**config.mk**
```make
export PLATFORM = sky130hd
export DESIGN_NAME = sim_run_ctrl
export DESIGN_NICKNAME = d
export VERILOG_FILES = /design/src/rtl/sim_run_ctrl.sv
export SDC_FILE = /design/constraint.sdc
export NUM_CORES = 1
export LEC_CHECK = 0
export ABC_AREA = 0
export CAP_MARGIN = 20
export CORE_UTILIZATION = 46
export CTS_BUF_LIST = sky130_fd_sc_hd__clkbuf_2
export DETAILED_ROUTE_END_ITERATION = 12
export PLACE_DENSITY = 0.71
export SYNTH_ARGS = -nofsm -noshare
export SYNTH_HDL_FRONTEND = slang
export SYNTH_SLANG_ARGS = --single-unit
```
**constraint.sdc**
```tcl
create_clock -name clk -period 9.7 [get_ports clk]
set_clock_uncertainty 0.05 [all_clocks]
set_input_delay 0.97 -clock clk [delete_from_list [all_inputs] [get_ports clk]]
set_output_delay 0.97 -clock clk [all_outputs]
set_load 0.01 [all_outputs]
```
**src/rtl/sim_run_ctrl.sv**
```systemverilog
// rtl/sim_run_ctrl.sv - run controller: core reset sequencing, cycle/instret counting, run termination
module sim_run_ctrl #(
    parameter int RESET_CYCLES    = 5,
    parameter int MAX_CYCLES      = 50,
    parameter int WATCHDOG_CYCLES = 1000,
    parameter int COMMIT_WIDTH    = 2,
    parameter int CNT_W           = 32,
    parameter int XLEN            = 32
) (
    input  logic                    clk,
    input  logic                    rst,
    input  logic                    start,
    input  logic [COMMIT_WIDTH-1:0] commit_valid,
    input  logic [COMMIT_WIDTH-1:0] commit_halt,
    input  logic                    tohost_we,
    input  logic [XLEN-1:0]         tohost_data,
    output logic                    core_rst,
    output logic                    running,
    output logic                    done,
    output logic [2:0]              status,
    output logic [XLEN-1:0]         exit_code,
    output logic [CNT_W-1:0]        cycle_count,
    output logic [CNT_W-1:0]        instret_count
);

    localparam int RST_W = (RESET_CYCLES > 1) ? $clog2(RESET_CYCLES) : 1;
    localparam int PC_W  = $clog2(COMMIT_WIDTH + 1);

    localparam logic [RST_W-1:0] RST_LAST = RST_W'(RESET_CYCLES - 1);
    localparam logic [CNT_W-1:0] WD_LIMIT = CNT_W'(WATCHDOG_CYCLES);
    localparam logic [CNT_W-1:0] CY_LIMIT = CNT_W'(MAX_CYCLES);
    localparam logic             WD_EN    = (WATCHDOG_CYCLES != 0);
    localparam logic             CY_EN    = (MAX_CYCLES != 0);

    localparam logic [2:0] ST_NONE     = 3'd0;
    localparam logic [2:0] ST_PASS     = 3'd1;
    localparam logic [2:0] ST_FAIL     = 3'd2;
    localparam logic [2:0] ST_TIMEOUT  = 3'd3;
    localparam logic [2:0] ST_WATCHDOG = 3'd4;
    localparam logic [2:0] ST_HALT     = 3'd5;

    typedef enum logic [1:0] {
        S_IDLE,
        S_RESET,
        S_RUN,
        S_DONE
    } state_t;

    state_t            state_q;
    logic [RST_W-1:0]  rst_cnt_q;
    logic [CNT_W-1:0]  wd_cnt_q;
    logic [CNT_W-1:0]  cycle_q;
    logic [CNT_W-1:0]  instret_q;
    logic [2:0]        status_q;
    logic [XLEN-1:0]   exit_q;
    logic              core_rst_q;
    logic              running_q;
    logic              done_q;

    logic [PC_W-1:0]   commits;
    logic [CNT_W:0]    cycle_sum;
    logic [CNT_W:0]    instret_sum;
    logic [CNT_W:0]    wd_sum;
    logic [CNT_W-1:0]  cycle_d;
    logic [CNT_W-1:0]  instret_d;
    logic [CNT_W-1:0]  wd_cnt_d;
    logic              term;
    logic [2:0]        status_d;
    logic [XLEN-1:0]   exit_d;

    // Next-cycle RUN counters (saturating) and prioritised termination decision
    always_comb begin
        commits = '0;
        for (int i = 0; i < COMMIT_WIDTH; i++) begin
            commits = commits + PC_W'(commit_valid[i]);
        end

        cycle_sum   = {1'b0, cycle_q} + {{CNT_W{1'b0}}, 1'b1};
        instret_sum = {1'b0, instret_q} + (CNT_W+1)'(commits);
        wd_sum      = {1'b0, wd_cnt_q} + {{CNT_W{1'b0}}, 1'b1};

        cycle_d   = cycle_sum[CNT_W]   ? {CNT_W{1'b1}} : cycle_sum[CNT_W-1:0];
        instret_d = instret_sum[CNT_W] ? {CNT_W{1'b1}} : instret_sum[CNT_W-1:0];
        if (|commit_valid) begin
            wd_cnt_d = '0;
        end else begin
            wd_cnt_d = wd_sum[CNT_W] ? {CNT_W{1'b1}} : wd_sum[CNT_W-1:0];
        end

        term     = 1'b1;
        status_d = ST_NONE;
        exit_d   = '0;
        if (tohost_we) begin
            if (tohost_data == XLEN'(1)) begin
                status_d = ST_PASS;
            end else begin
                status_d = ST_FAIL;
                exit_d   = tohost_data >> 1;
            end
        end else if (|(commit_valid & commit_halt)) begin
            status_d = ST_HALT;
        end else if (WD_EN && (wd_cnt_d == WD_LIMIT)) begin
            status_d = ST_WATCHDOG;
        end else if (CY_EN && (cycle_d == CY_LIMIT)) begin
            status_d = ST_TIMEOUT;
        end else begin
            term = 1'b0;
        end
    end

    // Run FSM with registered outputs; leaving IDLE/DONE on start wipes the previous run's results
    always_ff @(posedge clk) begin
        if (rst) begin
            state_q    <= S_IDLE;
            rst_cnt_q  <= '0;
            wd_cnt_q   <= '0;
            cycle_q    <= '0;
            instret_q  <= '0;
            status_q   <= ST_NONE;
            exit_q     <= '0;
            core_rst_q <= 1'b1;
            running_q  <= 1'b0;
            done_q     <= 1'b0;
        end else begin
            case (state_q)
                S_IDLE, S_DONE: begin
                    core_rst_q <= 1'b1;
                    running_q  <= 1'b0;
                    if (start) begin
                        state_q   <= S_RESET;
                        done_q    <= 1'b0;
                        rst_cnt_q <= '0;
                        wd_cnt_q  <= '0;
                        cycle_q   <= '0;
                        instret_q <= '0;
                        status_q  <= ST_NONE;
                        exit_q    <= '0;
                    end
                end
                S_RESET: begin
                    if (rst_cnt_q == RST_LAST) begin
                        state_q    <= S_RUN;
                        core_rst_q <= 1'b0;
                        running_q  <= 1'b1;
                        wd_cnt_q   <= '0;
                    end else begin
                        rst_cnt_q <= rst_cnt_q + 1'b1;
                    end
                end
                S_RUN: begin
                    cycle_q   <= cycle_d;
                    instret_q <= instret_d;
                    wd_cnt_q  <= wd_cnt_d;
                    if (term) begin
                        state_q    <= S_DONE;
                        core_rst_q <= 1'b1;
                        running_q  <= 1'b0;
                        done_q     <= 1'b1;
                        status_q   <= status_d;
                        exit_q     <= exit_d;
                    end
                end
                default: begin
                    state_q <= S_IDLE;
                end
            endcase
        end
    end

    assign core_rst      = core_rst_q;
    assign running       = running_q;
    assign done          = done_q;
    assign status        = status_q;
    assign exit_code     = exit_q;
    assign cycle_count   = cycle_q;
    assign instret_count = instret_q;

endmodule

```
==> results.yml, run 1 <==
route:
  vias: 9044
  drtPass1Iterations: 8
  via_per_inst: 6.16
  drc_errors: 0
  detail_route.wl_per_cell_um: 17.0
  drt-initial-drc-count: 796
  wl_um: 25000
  ant_nets: 0
clocking:
  ctsHoldBuffers: 0
  clk_pin_slew_ps: 230
  ctsHtreeMaxLevel: 4
  numCtsBuffers: 17
  post_cts_buffers: 0
  tritoncts: "built"
  clkLatencyLatePin_ps: 730
  cts.sinks: 138
  post_cts_resize_count: 0
  cts_root_buffer: "clkbuf_2"
  clk_path_buf_depth: 2
timing:
  whs_ps: 438
  slew_headroom: 0.258
  slew_violations: 0
  rsz0062_at_grt: "false"
  worst_pin_slew_ps: 1100
  timing.setup.tns_ps: 0
  max_freq_mhz: 200
  finalSetupViolations: 0
  hold_violations: 0
  post-route-period-util: 0.515
  fin_crit_ps: 4990
finish:
  nets: 1279
  drive_gt1_frac: 0.0515
  syn2layout_area_growth_pct: 20.0
  final_area_mm2: 0.0100
  layoutNonFillerInstCount: 1469
placement:
  place_area_mm2: 0.00972
  gp_congestion: 0.921
  place_hpwl_um: 16800
  dpl.cell_count: 1434
  io_buffers: 140
yosys:
  synth.avg_cell_area_um2: 7.24
  synth_seq_cells: 138
  synth_fa_ha_area_frac: 0.0144
  async_reset_ff_frac: 0
  synth-xor-area-share: 0.0157
  ys_top_cells_by_count: "160 x o21ai_0, 138 x dfxtp_1, 112 x nand2_1, 110 x a21oi_1, 94 x nor2_1"
  yosysMostFrequentCell: "o21ai_0"
  synthSimpleGateAreaFrac: 0.295
  syn_nets: 1202
  synthCells: 1153
  synth_flop_cell: "dfxtp_1"
  synth_edf_count: 0
  yosys-top-cells-area: "dfxtp_1 33%, o21ai_0 9.6%, a21oi_1 6.6%"
  synth_compound_area_frac: 0.282
  synth_top_cell_by_area: "dfxtp_1"
  synth_top_family_by_area: "simple AND/OR/NAND/NOR gates"
  yosysUniqueCellTypes: 72
  syn_area_mm2: 0.00835
  yosys_warnings: 0
  yosysSeqAreaShare: 0.331
  synth_mux_area_frac: 0.00494
  yosysTopAreaCellShare: 0.331
worst_setup_path:
  crit_top_cell: "or4_4"
  start_kind: "register"
  critical-path-slowest-cell: "nor3_4"
  crit_family: "simple AND/OR/NAND/NOR gates"
  end_kind: "register"
  crit_required_ps: 10310
  reg2reg_depth: 10
  timing.rr.end: "exit_code[27]$_SDFFE_PP0P_"
  critPathKind: "reg -> reg"
  crit_fanout: 31
  reg2reg_from: "wd_cnt_q[0]$_SDFFE_PP0P_"
  rrSetupSlack_ps: 4710
  cp.arrival_ps: 5610
  slowest_delay_ps: 840
  worst-path-buf-inv: 0
  path_cells: "ha_1, nand3_1, or4_4, or4_4, a211oi_2, a31oi_1, or4_4, and3_4, nor3_4, a22o_1"
die:
  die_area_mm2: 0.0187
  core-area_mm2: 0.0175
  io_pins: 142
  die_h_um: 137
  rows: 48
  initial_core_util: 0.476
  die_w_um: 137
min_path:
  holdPathEnd: "instret_count[0]$_SDFFE_PP0P_"
  hold_start: "instret_count[0]$_SDFFE_PP0P_"
  hp-class: "reg -> reg"
  whs_path_depth: 2
global_routing:
  antenna_found_initial: 1
  overflow: 0
  grt_max_degree: 101
  grt_pass1_wl_um: 39600
  grt_usage: 0.263
  grt_pass1_vias: 7826
flow_run:
  maxCapViolations: 0
power:
  power_leakage_nw: 3.23
  ir_drop_uv: 127
  powerDensity_mw_per_mm2: 138
run_status:
  status: "complete, no violations"
[worst min-delay path, cell delays in order, from the launching register on]
cell and delay, ps:
dfxtp_1 370, nand2_1 50, a21oi_1 50
[registers in the layout, indices dropped and copies added (netlist names)]
name           count
exit_code         31
rst_cnt_q          3
instret_count     32
state_q            2
status             3
core_rst           1
done               1
running            1
cycle_count       32
wd_cnt_q          32
[worst max-delay path by stage]
| stage | from | to | slack [ps] | cells after the start |
|---|---|---|---|---|
| after floorplan | wd_cnt_q[1]$_SDFFE_PP0P_ | exit_code[10]$_SDFFE_PP0P_ | 5820 | 13 |
| after global placement | commit_valid[1] | exit_code[15]$_SDFFE_PP0P_ | 4940 | 9 |
| after detailed placement | wd_cnt_q[0]$_SDFFE_PP0P_ | exit_code[27]$_SDFFE_PP0P_ | 4810 | 10 |
| after CTS | wd_cnt_q[0]$_SDFFE_PP0P_ | exit_code[27]$_SDFFE_PP0P_ | 4740 | 10 |
| after global routing | wd_cnt_q[0]$_SDFFE_PP0P_ | exit_code[1]$_SDFFE_PP0P_ | 4400 | 9 |
| final | wd_cnt_q[0]$_SDFFE_PP0P_ | exit_code[27]$_SDFFE_PP0P_ | 4710 | 10 |
[where the power goes]
group | switching [mW] | total [mW] | internal, mW
combinational | 0.268 | 0.408 | 0.140
sequential | 0.0142 | 0.602 | 0.588
clock | 0.247 | 0.376 | 0.129
[per-layer routing]
metal / share of wire / global-route usage / wire [um]
met5: 0 / 0 / 0
met4: 0.016 / 0.0938 / 408
met3: 0.073 / 0.0515 / 1820
met2: 0.45 / 0.408 / 11300
met1: 0.46 / 0.361 / 11500
[placed cells by master, fill, tap and decap left out, types with 5 or more instances in the layout]
master / n
or3_1: 12
or4_1: 5
buf_4: 10
and3_1: 25
or2_2: 5
nand2b_1: 8
ha_1: 8
a22oi_1: 6
and2_1: 11
nor2_1: 94
nand4_1: 41
xnor2_1: 10
nand2_1: 112
nor3_1: 41
a21oi_1: 110
inv_6: 5
o21ai_0: 160
dfxtp_1: 138
a31oi_1: 26
nor4_1: 32
nor2b_1: 17
inv_1: 21
a21o_1: 7
nand3_1: 45
o31ai_1: 5
clkdlybuf4s50_1: 139
and4_1: 10
a22o_1: 31
clkbuf_2: 17
o41ai_1: 5
a211oi_1: 7
xor2_1: 5
[final cells by class]
class / count / area, um2
clock buffers: 17 / 85.1
clock inverters: 15 / 179
repair buffers: 151 / 1500
diodes: 1 / 2.50
inverters: 21 / 78.8
flip-flops and latches: 138 / 2760
well taps: 225 / 282
multi-input cells: 901 / 5130
fillers: 1694 / 7520
[cell families (layout without fill, tap and decap cells)]
family,after synthesis,after routing
buf+inv,114,204
fa+ha+maj,9,9
other cells,1,2
flops,138,138
simple gates,478,478
compound gates,394,394
mux,4,4
xor+xnor,15,15
[metrics by stage]
step                      setup slack, ps  power [mW]   util
after global routing                 4400        1.47  0.571
after global placement               4940        1.00  0.555
after CTS                            4740        1.38  0.570
after detailed placement             4810        1.00  0.555
final                                4710        1.39  0.571
after floorplan                      5820       0.885      -
No activity file was read; power rests on OpenSTA's default activity.
==> run 2, diff against run 1 <==
==> constraint.sdc (replaced) <==
create_clock -name clk -period 4.8 [get_ports clk]
set_clock_uncertainty 0.05 [all_clocks]
set_input_delay 0.48 -clock clk [delete_from_list [all_inputs] [get_ports clk]]
set_output_delay 0.48 -clock clk [all_outputs]
set_load 0.01 [all_outputs]
==> run 2 against run 1 <==
- critical path depth up 1
- first-iteration DRC count is 0.50% higher
- non-clock buffer count is 11 higher
- sequential power up 100%
- register-to-register slack got worse by 4200 ps
- critical endpoint is now status[2]$_SDFFE_PP0P_
- largest cell class unchanged
==> results.yml, run 2 (synthesis gave the netlist of run 1 again) <==
run_status:
  status: "complete, no violations"
finish:
  layout_common_cells: "160 x o21ai_0, 139 x clkdlybuf4s50_1, 138 x dfxtp_1"
  drive_gt1_frac: 0.0590
  syn2layout_area_growth_pct: 20.6
  mostFrequentLayoutCell: "o21ai_0"
  final_area_mm2: 0.0101
  nets: 1290
global_routing:
  grt_pass1_wl_um: 40200
  antenna_found_initial: 1
  grt_usage: 0.267
  grt_max_degree: 83
  grt_pass1_vias: 8023
  overflow: 0
timing:
  worst_pin_slew_ps: 1210
  slew_headroom: 0.187
  timing.setup.tns_ps: 0
  hold_violations: 0
  max_freq_mhz: 231
  post-route-period-util: 0.903
  rsz0062_at_grt: "false"
  whs_ps: 300
  fin_crit_ps: 4340
  worst_slack_ps: 464
  finalSetupViolations: 0
  slew_violations: 0
die:
  core-area_mm2: 0.0175
  initial_core_util: 0.476
  io_pins: 142
  die_w_um: 137
  die_area_mm2: 0.0187
  die_h_um: 137
  rows: 48
worst_setup_path:
  cp.arrival_ps: 4920
  path_cells: "ha_1, nand3_1, or4_4, or4_4, a211oi_2, a31oi_1, or4_4, and3_4, o21a_1, buf_4, a2bb2o_1"
  reg2reg_from: "wd_cnt_q[0]$_SDFFE_PP0P_"
  startpoint: "wd_cnt_q[0]$_SDFFE_PP0P_"
  slowest_delay_ps: 650
  crit_required_ps: 5380
  critical-path-slowest-cell: "or4_4"
  reg2reg_depth: 11
  critPathKind: "reg -> reg"
  crit_top_cell: "or4_4"
  rrSetupSlack_ps: 460
  start_kind: "register"
  crit_fanout: 35
  end_kind: "register"
placement:
  place_hpwl_um: 17200
  place_area_mm2: 0.00981
  gp_congestion: 0.952
  post-place-ws_ps: 562
  io_buffers: 140
clocking:
  cts.sinks: 138
  cts_root_buffer: "clkbuf_2"
  ctsHoldBuffers: 1
  tritoncts: "built"
  clk_pin_slew_ps: 250
  clk_path_buf_depth: 2
  post_cts_resize_count: 0
  clkLatencyLatePin_ps: 740
  post_cts_buffers: 0
  ctsHtreeMaxLevel: 4
  numCtsBuffers: 17
min_path:
  hold_start: "tohost_data[3]"
  whs_path_depth: 2
  hp-class: "in -> reg"
power:
  power_leakage_nw: 3.26
  powerDensity_mw_per_mm2: 275
  ir_drop_uv: 194
  power_mw: 2.77
route:
  via_per_inst: 6.18
  drc_errors: 0
  drtPass1Iterations: 5
  detail_route.wl_per_cell_um: 17.0
  vias: 9152
  wl_um: 25200
  drt-initial-drc-count: 800
  ant_nets: 0
flow_run:
  maxCapViolations: 0
-- run 2: cell type report --
class	count	area, um2
fill	1703	7460
timing repair buffer	162	1570
tap	225	282
inverter	21	78.8
antenna	1	2.50
sequential	138	2760
clock inverter	15	154
multi-input combinational	901	5130
clock buffer	17	85.1
-- run 2: where the power goes --
| group | switching (mW) | internal (mW) |
|---|---|---|
| Sequential | 0.0296 | 1.19 |
| Combinational | 0.551 | 0.281 |
| Clock | 0.509 | 0.207 |
-- run 2: worst paths after layout --
kind | to
setup / recovery | status[2]$_SDFFE_PP0P_
hold / removal | exit_code[2]$_SDFFE_PP0P_
setup reg to reg | status[2]$_SDFFE_PP0P_
hold reg to reg | done$_SDFFE_PP0P_
-- run 2: through the flow --
stage,util,instances
finish,0.574,1480
global route,0.574,1480
CTS,0.573,1478
detailed placement,0.559,1445
global placement,0.559,1445
floorplan,-,1153
-- run 2: layer usage --
| metal | global-route usage | vias up | routed length (um) |
|---|---|---|---|
| met5 | 0 | - | 0 |
| met4 | 0.0864 | 0 | 390 |
| met3 | 0.0452 | 38 | 1790 |
| met2 | 0.420 | 383 | 11400 |
| met1 | 0.367 | 4284 | 11700 |
| li1 | - | 4447 | - |
-- run 2: worst max-delay path, delay by kind of cell, from the launching register on --
family	cells	cell delay (ps)
compound gates	4	820
fa+ha+maj	1	410
buf+inv	1	240
flops	1	530
simple gates	5	2190
